<file path="config.mk">
export PLATFORM = sky130hd
export DESIGN_NAME = mem_access_stage_flat
export DESIGN_NICKNAME = d
export VERILOG_FILES = /design/src/rtl/mem_access_stage_if.sv /design/src/rtl/mem_access_stage.sv /design/src/flat_wrapper.sv
export SDC_FILE = /design/constraint.sdc
export NUM_CORES = 1
export LEC_CHECK = 0
export ABC_CLOCK_PERIOD_IN_PS = 2000
export BUFFER_PORTS_ARGS = -buffer_cell sky130_fd_sc_hd__buf_2
export CORE_MARGIN = 2
export CORE_UTILIZATION = 48
export DETAILED_ROUTE_END_ITERATION = 10
export PLACE_DENSITY = 0.81
export SETUP_SLACK_MARGIN = 0.2
export SYNTH_ARGS = -nofsm -noshare
export SYNTH_HDL_FRONTEND = slang
export SYNTH_SLANG_ARGS = --single-unit
export TNS_END_PERCENT = 100
</file>
<file path="constraint.sdc">
create_clock -name clock -period 2 [get_ports clock]
set_clock_uncertainty 0.1 [all_clocks]
set_input_delay 0.1 -clock clock [delete_from_list [all_inputs] [get_ports clock]]
set_output_delay 0.1 -clock clock [all_outputs]
set_load 0.005 [all_outputs]
</file>
<file path="src/rtl/mem_access_stage_if.sv">
// Data-memory request/acknowledge bus between the MEM stage (master) and data memory (slave).
interface mem_access_stage_if #(
    parameter int ADDR_W = 10
) ();
    logic              mem_req;
    logic              mem_we;
    logic [ADDR_W-1:0] mem_addr;
    logic [3:0]        mem_be;
    logic [31:0]       mem_wdata;
    logic [31:0]       mem_rdata;
    logic              mem_ack;

    modport master (
        output mem_req, mem_we, mem_addr, mem_be, mem_wdata,
        input  mem_rdata, mem_ack
    );

    modport slave (
        input  mem_req, mem_we, mem_addr, mem_be, mem_wdata,
        output mem_rdata, mem_ack
    );
endinterface

</file>
<file path="src/rtl/mem_access_stage.sv">
// MEM pipeline stage: issues data-memory loads/stores over a req/ack bus, sizes load/store
// data, resolves branches, registers the write-back bundle and stalls upstream while busy.
module mem_access_stage #(
    parameter int ADDR_W  = 10,
    parameter int TIMEOUT = 16
) (
    input  logic        clock,
    input  logic        reset_n,
    input  logic [31:0] result_in,
    input  logic [31:0] registro_2_in,
    input  logic [10:0] jump_dest_addr_in,
    input  logic        zero_signal_in,
    input  logic [4:0]  reg_dest_in,
    input  logic        MemToReg_in,
    input  logic        RegWrite_in,
    input  logic        MemRead_in,
    input  logic        MemWrite_in,
    input  logic        Branch_in,
    input  logic [2:0]  trunk_mode_in,
    mem_access_stage_if.master mem_bus,
    output logic        stall_out,
    output logic        pc_src_out,
    output logic [10:0] branch_addr_out,
    output logic [31:0] wb_data_out,
    output logic [4:0]  wb_reg_dest_out,
    output logic        wb_RegWrite_out,
    output logic        mem_err_out
);

    localparam int CNT_W = (TIMEOUT > 1) ? $clog2(TIMEOUT) : 1;
    localparam logic [CNT_W-1:0] CNT_LAST = CNT_W'(TIMEOUT - 1);

    typedef enum logic [0:0] {
        ST_IDLE = 1'b0,
        ST_WAIT = 1'b1
    } state_t;

    state_t            r_state, w_state_nxt;
    logic [CNT_W-1:0]  r_cnt, w_cnt_nxt;
    logic              r_mem_req, w_mem_req_nxt;
    logic              r_mem_we, w_mem_we_nxt;
    logic [ADDR_W-1:0] r_mem_addr, w_mem_addr_nxt;
    logic [3:0]        r_mem_be, w_mem_be_nxt;
    logic [31:0]       r_mem_wdata, w_mem_wdata_nxt;
    logic [31:0]       r_wb_data, w_wb_data_nxt;
    logic [4:0]        r_wb_dest, w_wb_dest_nxt;
    logic              r_wb_we, w_wb_we_nxt;
    logic              r_err, w_err_nxt;

    logic        w_op;
    logic        w_is_half;
    logic        w_is_byte;
    logic        w_sign;
    logic        w_misaligned;
    logic        w_cnt_last;
    logic [3:0]  w_st_be;
    logic [31:0] w_st_wdata;
    logic [7:0]  w_rd_byte;
    logic [15:0] w_rd_half;
    logic [31:0] w_ld_data;

    assign w_op       = MemRead_in | MemWrite_in;
    assign w_cnt_last = (r_cnt == CNT_LAST);

    // Size/sign decode of trunk_mode; unused encodings fall back to word.
    always_comb begin
        w_is_half = 1'b0;
        w_is_byte = 1'b0;
        w_sign    = 1'b0;
        case (trunk_mode_in)
            3'b001:  w_is_half = 1'b1;
            3'b010:  begin w_is_half = 1'b1; w_sign = 1'b1; end
            3'b011:  w_is_byte = 1'b1;
            3'b100:  begin w_is_byte = 1'b1; w_sign = 1'b1; end
            default: w_is_half = 1'b0;
        endcase
    end

    assign w_misaligned = (~w_is_half & ~w_is_byte & (result_in[1:0] != 2'b00)) |
                          (w_is_half & result_in[0]);

    // Little-endian lane placement of store data; reads always enable all four lanes.
    always_comb begin
        w_st_be    = 4'b1111;
        w_st_wdata = registro_2_in;
        if (w_is_byte) begin
            w_st_be    = 4'b0001 << result_in[1:0];
            w_st_wdata = {4{registro_2_in[7:0]}};
        end else if (w_is_half) begin
            w_st_be    = result_in[1] ? 4'b1100 : 4'b0011;
            w_st_wdata = {2{registro_2_in[15:0]}};
        end else begin
            w_st_be    = 4'b1111;
            w_st_wdata = registro_2_in;
        end
        if (MemRead_in) begin
            w_st_be = 4'b1111;
        end else begin
            w_st_be = w_st_be;
        end
    end

    // Load lane extraction followed by zero/sign extension.
    always_comb begin
        case (result_in[1:0])
            2'b00:   w_rd_byte = mem_bus.mem_rdata[7:0];
            2'b01:   w_rd_byte = mem_bus.mem_rdata[15:8];
            2'b10:   w_rd_byte = mem_bus.mem_rdata[23:16];
            2'b11:   w_rd_byte = mem_bus.mem_rdata[31:24];
            default: w_rd_byte = 8'h00;
        endcase
        w_rd_half = result_in[1] ? mem_bus.mem_rdata[31:16] : mem_bus.mem_rdata[15:0];
        if (w_is_byte) begin
            w_ld_data = {{24{w_sign & w_rd_byte[7]}}, w_rd_byte};
        end else if (w_is_half) begin
            w_ld_data = {{16{w_sign & w_rd_half[15]}}, w_rd_half};
        end else begin
            w_ld_data = mem_bus.mem_rdata;
        end
    end

    // Next-state and next-register computation for the IDLE/WAIT access FSM.
    always_comb begin
        w_state_nxt     = r_state;
        w_cnt_nxt       = r_cnt;
        w_mem_req_nxt   = r_mem_req;
        w_mem_we_nxt    = r_mem_we;
        w_mem_addr_nxt  = r_mem_addr;
        w_mem_be_nxt    = r_mem_be;
        w_mem_wdata_nxt = r_mem_wdata;
        w_wb_data_nxt   = r_wb_data;
        w_wb_dest_nxt   = r_wb_dest;
        w_wb_we_nxt     = r_wb_we;
        w_err_nxt       = r_err;
        case (r_state)
            ST_IDLE: begin
                if (!w_op) begin
                    w_wb_data_nxt = result_in;
                    w_wb_dest_nxt = reg_dest_in;
                    w_wb_we_nxt   = RegWrite_in;
                end else if (w_misaligned) begin
                    w_wb_we_nxt = 1'b0;
                    w_err_nxt   = 1'b1;
                end else begin
                    w_mem_req_nxt   = 1'b1;
                    w_mem_we_nxt    = MemWrite_in & ~MemRead_in;
                    w_mem_addr_nxt  = result_in[ADDR_W+1:2];
                    w_mem_be_nxt    = w_st_be;
                    w_mem_wdata_nxt = w_st_wdata;
                    w_wb_we_nxt     = 1'b0;
                    w_cnt_nxt       = {CNT_W{1'b0}};
                    w_state_nxt     = ST_WAIT;
                end
            end
            ST_WAIT: begin
                // Ack takes priority over an expiring timeout on the same edge.
                if (mem_bus.mem_ack) begin
                    w_mem_req_nxt = 1'b0;
                    w_state_nxt   = ST_IDLE;
                    w_wb_data_nxt = (MemRead_in & MemToReg_in) ? w_ld_data : result_in;
                    w_wb_dest_nxt = reg_dest_in;
                    w_wb_we_nxt   = RegWrite_in;
                end else if (w_cnt_last) begin
                    w_mem_req_nxt = 1'b0;
                    w_err_nxt     = 1'b1;
                    w_wb_we_nxt   = 1'b0;
                    w_state_nxt   = ST_IDLE;
                end else begin
                    w_cnt_nxt = r_cnt + 1'b1;
                end
            end
            default: begin
                w_mem_req_nxt = 1'b0;
                w_state_nxt   = ST_IDLE;
            end
        endcase
    end

    // Stage registers; the pipeline updates on the falling clock edge.
    always_ff @(negedge clock or negedge reset_n) begin
        if (!reset_n) begin
            r_state     <= ST_IDLE;
            r_cnt       <= {CNT_W{1'b0}};
            r_mem_req   <= 1'b0;
            r_mem_we    <= 1'b0;
            r_mem_addr  <= {ADDR_W{1'b0}};
            r_mem_be    <= 4'b0000;
            r_mem_wdata <= 32'h0000_0000;
            r_wb_data   <= 32'h0000_0000;
            r_wb_dest   <= 5'd0;
            r_wb_we     <= 1'b0;
            r_err       <= 1'b0;
        end else begin
            r_state     <= w_state_nxt;
            r_cnt       <= w_cnt_nxt;
            r_mem_req   <= w_mem_req_nxt;
            r_mem_we    <= w_mem_we_nxt;
            r_mem_addr  <= w_mem_addr_nxt;
            r_mem_be    <= w_mem_be_nxt;
            r_mem_wdata <= w_mem_wdata_nxt;
            r_wb_data   <= w_wb_data_nxt;
            r_wb_dest   <= w_wb_dest_nxt;
            r_wb_we     <= w_wb_we_nxt;
            r_err       <= w_err_nxt;
        end
    end

    // Stall drops on the ack cycle so upstream advances on the completing edge.
    assign stall_out = ((r_state == ST_IDLE) & w_op & ~w_misaligned) |
                       ((r_state == ST_WAIT) & ~mem_bus.mem_ack & ~w_cnt_last);

    assign pc_src_out      = Branch_in & zero_signal_in & ~stall_out;
    assign branch_addr_out = jump_dest_addr_in;

    assign mem_bus.mem_req   = r_mem_req;
    assign mem_bus.mem_we    = r_mem_we;
    assign mem_bus.mem_addr  = r_mem_addr;
    assign mem_bus.mem_be    = r_mem_be;
    assign mem_bus.mem_wdata = r_mem_wdata;

    assign wb_data_out     = r_wb_data;
    assign wb_reg_dest_out = r_wb_dest;
    assign wb_RegWrite_out = r_wb_we;
    assign mem_err_out     = r_err;

endmodule

</file>
<file path="src/flat_wrapper.sv">
// flat-port wrapper written by rule: the top's interface ports become plain ports
module mem_access_stage_flat 
#(
    parameter int ADDR_W  = 10,
    parameter int TIMEOUT = 16
)
  (clock, reset_n, result_in, registro_2_in, jump_dest_addr_in, zero_signal_in, reg_dest_in, MemToReg_in, RegWrite_in, MemRead_in, MemWrite_in, Branch_in, trunk_mode_in, stall_out, pc_src_out, branch_addr_out, wb_data_out, wb_reg_dest_out, wb_RegWrite_out, mem_err_out, mem_bus_mem_req, mem_bus_mem_we, mem_bus_mem_addr, mem_bus_mem_be, mem_bus_mem_wdata, mem_bus_mem_rdata, mem_bus_mem_ack);
  mem_access_stage_if #(.ADDR_W(ADDR_W)) mem_bus_i ();
  input  logic clock;
  input  logic reset_n;
  input  logic [31:0] result_in;
  input  logic [31:0] registro_2_in;
  input  logic [10:0] jump_dest_addr_in;
  input  logic zero_signal_in;
  input  logic [4:0] reg_dest_in;
  input  logic MemToReg_in;
  input  logic RegWrite_in;
  input  logic MemRead_in;
  input  logic MemWrite_in;
  input  logic Branch_in;
  input  logic [2:0] trunk_mode_in;
  output logic stall_out;
  output logic pc_src_out;
  output logic [10:0] branch_addr_out;
  output logic [31:0] wb_data_out;
  output logic [4:0] wb_reg_dest_out;
  output logic wb_RegWrite_out;
  output logic mem_err_out;
  output wire logic [$bits(mem_bus_i.mem_req)-1:0] mem_bus_mem_req;
  output wire logic [$bits(mem_bus_i.mem_we)-1:0] mem_bus_mem_we;
  output wire logic [$bits(mem_bus_i.mem_addr)-1:0] mem_bus_mem_addr;
  output wire logic [$bits(mem_bus_i.mem_be)-1:0] mem_bus_mem_be;
  output wire logic [$bits(mem_bus_i.mem_wdata)-1:0] mem_bus_mem_wdata;
  input wire logic [$bits(mem_bus_i.mem_rdata)-1:0] mem_bus_mem_rdata;
  input wire logic [$bits(mem_bus_i.mem_ack)-1:0] mem_bus_mem_ack;
  assign mem_bus_mem_req = mem_bus_i.mem_req;
  assign mem_bus_mem_we = mem_bus_i.mem_we;
  assign mem_bus_mem_addr = mem_bus_i.mem_addr;
  assign mem_bus_mem_be = mem_bus_i.mem_be;
  assign mem_bus_mem_wdata = mem_bus_i.mem_wdata;
  assign mem_bus_i.mem_rdata = mem_bus_mem_rdata;
  assign mem_bus_i.mem_ack = mem_bus_mem_ack;
  mem_access_stage #(.ADDR_W(ADDR_W), .TIMEOUT(TIMEOUT)) u_core (.clock(clock), .reset_n(reset_n), .result_in(result_in), .registro_2_in(registro_2_in), .jump_dest_addr_in(jump_dest_addr_in), .zero_signal_in(zero_signal_in), .reg_dest_in(reg_dest_in), .MemToReg_in(MemToReg_in), .RegWrite_in(RegWrite_in), .MemRead_in(MemRead_in), .MemWrite_in(MemWrite_in), .Branch_in(Branch_in), .trunk_mode_in(trunk_mode_in), .mem_bus(mem_bus_i), .stall_out(stall_out), .pc_src_out(pc_src_out), .branch_addr_out(branch_addr_out), .wb_data_out(wb_data_out), .wb_reg_dest_out(wb_reg_dest_out), .wb_RegWrite_out(wb_RegWrite_out), .mem_err_out(mem_err_out));
endmodule
</file>
=== Yosys cells after proc, flatten, opt, wreduce, memory -nomap -nowiden ===
Index checks and enable logic that the tools add are counted.
W data, S select, Z words.

* Register bits: 92
* Output and inout bits: 100
* Bits in latches: 0
* Word-level logic and storage cells: 107
* Memories: 0
* Bits of input ports: 124
* Memory bits (read-only): 0
* Memory bits (writable): 0

* Equality and inequality tests: 17
* Shift-type cells: 1
* $lt $le $gt $ge: 0
* Multipliers: 0
* Bitwise operators: 24
* Reduce and logical (&&, ||, !) cells: 10
* Muxes and demuxes: 43
* Add/subtract/negate cells: 1
* Div/mod/pow operators: 0

{| class="wikitable"
|+ Operator list
! kind !! number
|-
| $mux W32 || 7
|-
| $pmux W32 S2 || 1
|-
| $mux W4 || 8
|-
| $pmux W8 S4 || 1
|-
| $mux W1 || 17
|-
| $mux W16 || 1
|-
| $and A1 B1 Y1 || 13
|-
| $ne A2 B2 Y1 const B || 6
|-
| $mux W5 || 2
|-
| $pmux W5 S2 || 1
|-
| $not A1 Y1 || 8
|-
| $pmux W1 S2 || 4
|-
| $pmux W4 S2 || 1
|-
| $reduce_and A4 Y1 || 2
|-
| $eq A3 B2 Y1 const B || 2
|-
| $reduce_and A3 Y1 || 2
|-
| $reduce_or A2 Y1 || 3
|-
| $add A4 B1 Y4 const B || 1
|-
| $eq A2 B2 Y1 const B || 2
|-
| $eq A4 B4 Y1 const B || 1
|-
| $ne A2 B1 Y1 const B || 2
|-
| $shl A1 B2 Y4 const A || 1
|-
| $eq A3 B1 Y1 const B || 1
|-
| $eq A3 B3 Y1 const B || 1
|-
| other kinds (6) || 8
|}

=== Logic depth before layout (Yosys ltp) ===
Gate-level depths: netlist (run 1).

* Depth in word-level cells: 12
* Gate-level depth with buffers: 8
* Gate-level depth less buffers: 6

==> results of run 1 <==
[Yosys cell counts (all sizes together) (2+ instances only)]
master  count
a21boi      2
a21oi      32
a221oi     14
and3        3
buf        25
clkbuf     18
dfrtn      92
inv         7
maj3        2
mux2       27
mux2i      31
mux4        2
nand2      62
nand3       3
nor2       22
nor2b       2
nor3        7
nor3b       4
o21a        2
o21ai      90
o22ai       3
o31ai       3
or2         2
or3        18
xnor2       2
xor2        2
[kinds of logic (layout without fill, tap and decap cells)]
group / after synthesis / after routing
AO/OA/AOI/OAI: 154 / 154
AND/OR/NAND/NOR: 129 / 131
flip-flops: 92 / 92
multiplexers: 60 / 60
buffers and inverters: 50 / 394
XOR/XNOR: 4 / 4
adder cells (fa/ha/maj): 3 / 3
[stage by stage]
stage | cell area (µm²) | TNS (ps)
after floorplan | 5250 | -52710
after global placement | 6880 | -66070
after detailed placement | 6880 | -69450
after CTS | 7750 | -47210
after global routing | 8450 | -80540
final | 8450 | -73400
[per-layer routing]
layer	wire length, µm	track usage	vias up
met4	874	0.137	0
met1	6940	0.362	2689
met2	9950	0.536	324
li1	-	-	2457
met5	0	0	-
met3	1500	0.0693	71
[final timing paths]
path / end / slack [ps] / depth (start not counted)
max: u_core.mem_bus.mem_wdata[0] / -960 / 14
min: branch_addr_out[5] / 100 / 0
max reg2reg: u_core.mem_bus.mem_wdata[0] / -490 / 13
min reg2reg: u_core.wb_reg_dest_out[3] / 320 / 2
max in group asynchronous: u_core.mem_bus.mem_wdata[1] / 910 / 2
min in group asynchronous: u_core.wb_reg_dest_out[4] / 360 / 1
[power groups by stage]
| stage | sequential, mW | clock, mW | combinational (mW) |
|---|---|---|---|
| floorplan | 3.33 | 0 | 1.76 |
| global placement | 3.27 | 0 | 3.38 |
| detailed placement | 3.29 | 0 | 3.48 |
| CTS | 3.27 | 1.18 | 4.09 |
| global route | 3.38 | 1.27 | 5.19 |
| finish | 3.29 | 1.18 | 4.86 |
[registers in the layout, summed over array words and instances (netlist names)]
| register | cells |
|---|---|
| u_core.mem_bus.mem_wdata | 32 |
| u_core.wb_data_out | 32 |
| u_core.mem_bus.mem_addr | 10 |
| u_core.wb_reg_dest_out | 5 |
| u_core.mem_bus.mem_be | 4 |
| u_core.r_cnt | 4 |
| u_core.mem_bus.mem_req | 1 |
| u_core.mem_bus.mem_we | 1 |
| u_core.mem_err_out | 1 |
| u_core.r_state | 1 |
| u_core.wb_RegWrite_out | 1 |
[cells in the final DEF (no fill, tap or decap), drive strengths merged, types with 2 or more instances in the layout]
master / n
a21boi: 2
a21oi: 32
a221oi: 14
and3: 3
buf: 366
clkbuf: 14
clkinv: 2
dfrtn: 92
inv: 10
maj3: 2
mux2: 27
mux2i: 31
mux4: 2
nand2: 62
nand3: 3
nor2: 24
nor2b: 2
nor3: 7
nor3b: 4
o21a: 2
o21ai: 90
o22ai: 3
o31ai: 3
or2: 2
or3: 18
xnor2: 2
xor2: 2
[timing repair]
item,CTS,global route
cloned,5,6
gates resized for setup,88,68
pin swaps,14,27
setup endpoints to repair,180,180
buffers inserted,31,42
[worst register-to-register path, stage by stage, from the launching register on]
cell and delay [ps]:
dfrtn_1 400, buf_6 150, nand2_4 50, a21boi_4 200, nand2_4 80, or2_4 260, buf_12 130, buf_4 120
buf_6 100, buf_6 100, buf_6 100, buf_6 110, buf_12 130, mux2_4 300
[final cells by class]
cell class                      count  area share
Timing Repair Buffer              371       0.343
Multi-Input combinational cell    352       0.340
Sequential cell                    92       0.272
Tap cell                          136      0.0201
Clock buffer                       10      0.0151
Clock inverter                      6     0.00562
Inverter                            7     0.00370
==> metrics.txt, run 1 <==
post-synth top area cell dfrtn_1; vias per cell 5.69; pwr dens 1100 nW/µm²; switching fraction of total power 0.354; worst hold path type input pin to primary output; Synthesized Nets 617; Num CTS Buffers 9; TritonRoute pass-1 iters 5; vias in the first global route 5,396; initial antenna violation count 0; grt total ovfl 0; R2R Path Start u_core.r_state; status complete, but fails checks; Layout Utilization 0.830; Worst-Skew Late Latency 350 ps; Post-Synth XOR/XNOR Area 0.00855; Hold Fails Final Rpt 0; clk root buf clkbuf_8; critical path's most frequent cell buf_6; Post-CTS Hold Buffers 0; Lkg Pwr 4.11 nW; clk slew on worst S/H paths 60 ps; gpl congestion 0.954; distinct cell type count after synthesis 56; post-synthesis mux area share 0.151; Cell Chain, Critical Path buf_8, buf_12, nor3b_4, buf_6, a221oi_4, or2_4, buf_12, buf_4, buf_6, buf_6, buf_6, buf_6, buf_12, mux2_4; EDFF count, synth 0; Routed Wire Length 19.3 mm; unrepaired setup endpoints after global routing true; # fillers 590; slowest stage cell, crit path mux2_4; Core ar. 10,200 µm²; vias 5,541; max cap viols 0; violated checks negative setup slack; post-synth top area share 0.463; diodes inserted 0; area grow syn2layout 69.9%; Seq pwr share 0.353; first-pass GRT wire length 26.9 mm; final net count 958; PnR worst setup slack -964 ps; largest family of logic cells by synthesized area compound AO/OA/AOI/OAI gates; Routed Antenna Nets 0; CP max stage delay 300 ps; sequential element share of the synthesized area 0.463; Cell Count Post-Placement 874; WP buf/inv 10; Critical Path AT 2060 ps; Slew HR 0.711; CP Class input pin to flip-flop; total global-route track usage 0.308; setup violators final 178; 1st-iter DRT viols 315; P_sw 3.31 mW; Crit path required time 1100 ps; I/O Pins 224; Logic pwr share 0.521; post-synthesis register bit count 92; filler-free cell count of the finished design 974; area of the multi-input gates 2880 µm²; Synth Area in Simple Gates 0.124; H-tree depth 3; CP Launch Type input pin; port bufs 201; Setup WS pre-CTS -1150 ps; DP Wirelength 12.4 mm; die width 106 µm; Post-synth ARST share 1.00; Max clock buf depth 2; Pwr Total 9.33 mW; DIE AREA 11,200 µm²; CTS Sinks 92; number of remaining DRC errors 0; Post-Synthesis Cells 492; Pint 6.02 mW; die boundary height 106 µm; Seq. cell area 2300 µm²; Worst VDD drop 0.772 mV; Final Max Tran Viols 0; CP startpoint trunk_mode_in[1]; Clock power frac 0.126; post-synthesis compound-gate area fraction 0.185; Synth Flop Type dfrtn_1; Hold Path Origin jump_dest_addr_in[5]; syn_area_per_cell 10.1 µm²; crit path capture type flip-flop; hold_ws 100 ps; Wirelength per Cell 19.8 µm; Top delay family on crit path buffers and inverters; Post-Synthesis Cell Area 4970 µm²; row count 37; Adder-Cell Fraction of Synth Area 0.00679; share of layout cells above drive strength 1 0.611; synth warn 0; largest fanout on the critical path 7; CTS tree done; largest cells by area after synthesis dfrtn_1, o21ai_0, mux2_4, mux2i_1, nand2_1; largest net degree at the start of global routing 51; actual slew at the worst max-slew pin 434 ps; Initial Utilization 0.488
Note: power is estimated with default switching activity, not from simulation.
==> inputs of run 2 (changes only) <==
Settings changed: SETUP_SLACK_MARGIN 0.2 to default, SKIP_CTS_REPAIR_TIMING from default to 1.
==> run 2 against run 1 <==
The run still ends with negative setup slack left. Global-route usage is 1.4 points lower. Die area unchanged. Flip-flop and latch count unchanged. Power shrank 4.5%. Worst setup slack gained 89 ps. Worst hold slack stayed put.
==> metrics.txt, run 2 (synthesis gave the netlist of run 1 again) <==
vias in the first global route 5,052 (was 5,396); violated checks negative setup slack (unchanged); area grow syn2layout 59.8% (was 69.9%); TritonRoute pass-1 iters 5 (unchanged); first-pass GRT wire length 25.5 mm (was 26.9 mm); Initial Utilization 0.488 (unchanged); actual slew at the worst max-slew pin 375 ps (was 434 ps); Crit path required time 1800 ps (was 1100 ps); pwr dens 1120 nW/µm² (was 1100 nW/µm²); CP Class flip-flop to primary output (was input pin to flip-flop); number of remaining DRC errors 0 (unchanged); CTS tree done (unchanged); area of the multi-input gates 2790 µm² (was 2880 µm²); Final Max Tran Viols 0 (unchanged); PnR worst setup slack -874 ps (was -964 ps); total global-route track usage 0.294 (was 0.308); grt total ovfl 0 (unchanged); DP Wirelength 13.0 mm (was 12.4 mm); met2 Track Usage GR 0.525 (was 0.536); Seq. cell area 2300 µm² (unchanged); most common cell after layout, fill and taps aside buf_2 (unchanged); setup violators final 174 (was 178); crit path capture type primary output (was flip-flop); die width 106 µm (unchanged); Critical Path AT 2670 ps (was 2060 ps); Pint 5.84 mW (was 6.02 mW); clk root buf clkbuf_8 (unchanged); Wirelength per Cell 18.7 µm (was 19.8 µm); CP Launch Type flip-flop (was input pin); row count 37 (unchanged); switching fraction of total power 0.345 (was 0.354); port bufs 201 (unchanged); Clock power frac 0.151 (was 0.126); Num CTS Buffers 9 (unchanged); final net count 936 (was 958); max cap viols 0 (unchanged); # fillers 681 (was 590); Slew HR 0.744 (was 0.711); Core ar. 10,200 µm² (unchanged); vias 5,269 (was 5,541); vias per cell 5.53 (was 5.69); Lkg Pwr 3.90 nW (was 4.11 nW); CTS Sinks 92 (unchanged); largest fanout on the critical path 4 (was 7); worst hold path type input pin to primary output (unchanged); grt met1 use 0.344 (was 0.362); Routed Antenna Nets 0 (unchanged); P_sw 3.08 mW (was 3.31 mW); initial antenna violation count 1 (was 0); Sum Neg Setup Slack -43,850 ps (was -73,400 ps); unrepaired setup endpoints after global routing true (unchanged); Routed Wire Length 17.8 mm (was 19.3 mm); Logic pwr share 0.477 (was 0.521); clk slew on worst S/H paths 60 ps (about the same); largest net degree at the start of global routing 39 (was 51); commonest non-fill, non-tap cells in the layout buf_2, buf_4, dfrtn_1 (unchanged); share of layout cells above drive strength 1 0.598 (was 0.611); Worst-Skew Late Latency 340 ps (was 350 ps); Worst VDD drop 0.706 mV (was 0.772 mV); Setup WS pre-CTS -909 ps (was -1150 ps); Most Crowded Layer GR met2 (unchanged); 1st-iter DRT viols 312 (was 315); status complete, but fails checks (unchanged); die boundary height 106 µm (unchanged); DIE AREA 11,200 µm² (unchanged); gpl congestion 0.905 (was 0.954); Hold Fails Final Rpt 0 (unchanged); H-tree depth 3 (unchanged); GR Util met3 0.0588 (was 0.0693); Max clock buf depth 2 (unchanged); Seq pwr share 0.372 (was 0.353); I/O Pins 224 (unchanged); Pwr Total 8.91 mW (was 9.33 mW)
-- run 2: changes by cell type in the layout (fill, tap and decap cells not counted), sizes merged, moves of 2 or more --
cell,delta
bufinv,+2
clkbuf,-2
buf,-17
inv,-3
nor2,-2
-- run 2: final timing paths --
path / startpoint / to / slack, ps / cells past startpoint
hold / removal: jump_dest_addr_in[0] / branch_addr_out[0] / 100 / 0
min in group asynchronous: reset_n / u_core.mem_bus.mem_be[1] / 380 / 1
setup reg to reg: u_core.r_state / u_core.mem_bus.mem_addr[4] / -10 / 8
max in group asynchronous: reset_n / u_core.wb_data_out[10] / 930 / 2
setup / recovery: u_core.r_state / stall_out / -870 / 7
hold reg to reg: u_core.wb_reg_dest_out[4] / u_core.wb_reg_dest_out[4] / 320 / 2
-- run 2: worst max-delay path, stage by stage, from the launching register on --
cell and delay (ps):
dfrtn_1 470, inv_2 70, a21boi_4 160, nand2_4 90
or2_4 240, buf_6 130, nand2_4 70, buf_6 90
-- run 2: layout make-up --
cell class / count / area share
Antenna cell: 1 / 0.000315
Clock buffer: 10 / 0.0161
Clock inverter: 5 / 0.00976
Inverter: 7 / 0.00394
Multi-Input combinational cell: 350 / 0.351
Sequential cell: 92 / 0.290
Tap cell: 136 / 0.0214
Timing Repair Buffer: 351 / 0.308
-- run 2: power by group through the flow --
stage               clock network, mW  logic [mW]  registers [mW]
floorplan                           0        1.72            3.33
global placement                    0        3.39            3.27
detailed placement                  0        3.52            3.30
CTS                              1.36        3.51            3.30
global route                     1.42        4.58            3.40
finish                           1.34        4.25            3.32
-- run 2: per-stage QoR --
stage,hold WS [ps],utilization,instances,cell area [µm²]
finish,100,0.780,952,7950
global route,100,0.780,952,7950
CTS,100,0.700,902,7130
detailed placement,100,0.680,887,6930
global placement,100,0.680,887,6930
floorplan,177,-,492,5210
-- run 2: routing by layer --
layer | wire length, µm | share of wire | up-vias
met2 | 9170 | 0.52 | 287
met1 | 6510 | 0.37 | 2527
met3 | 1400 | 0.079 | 52
li1 | - | - | 2403
met5 | 0 | 0 | -
met4 | 696 | 0.039 | 0
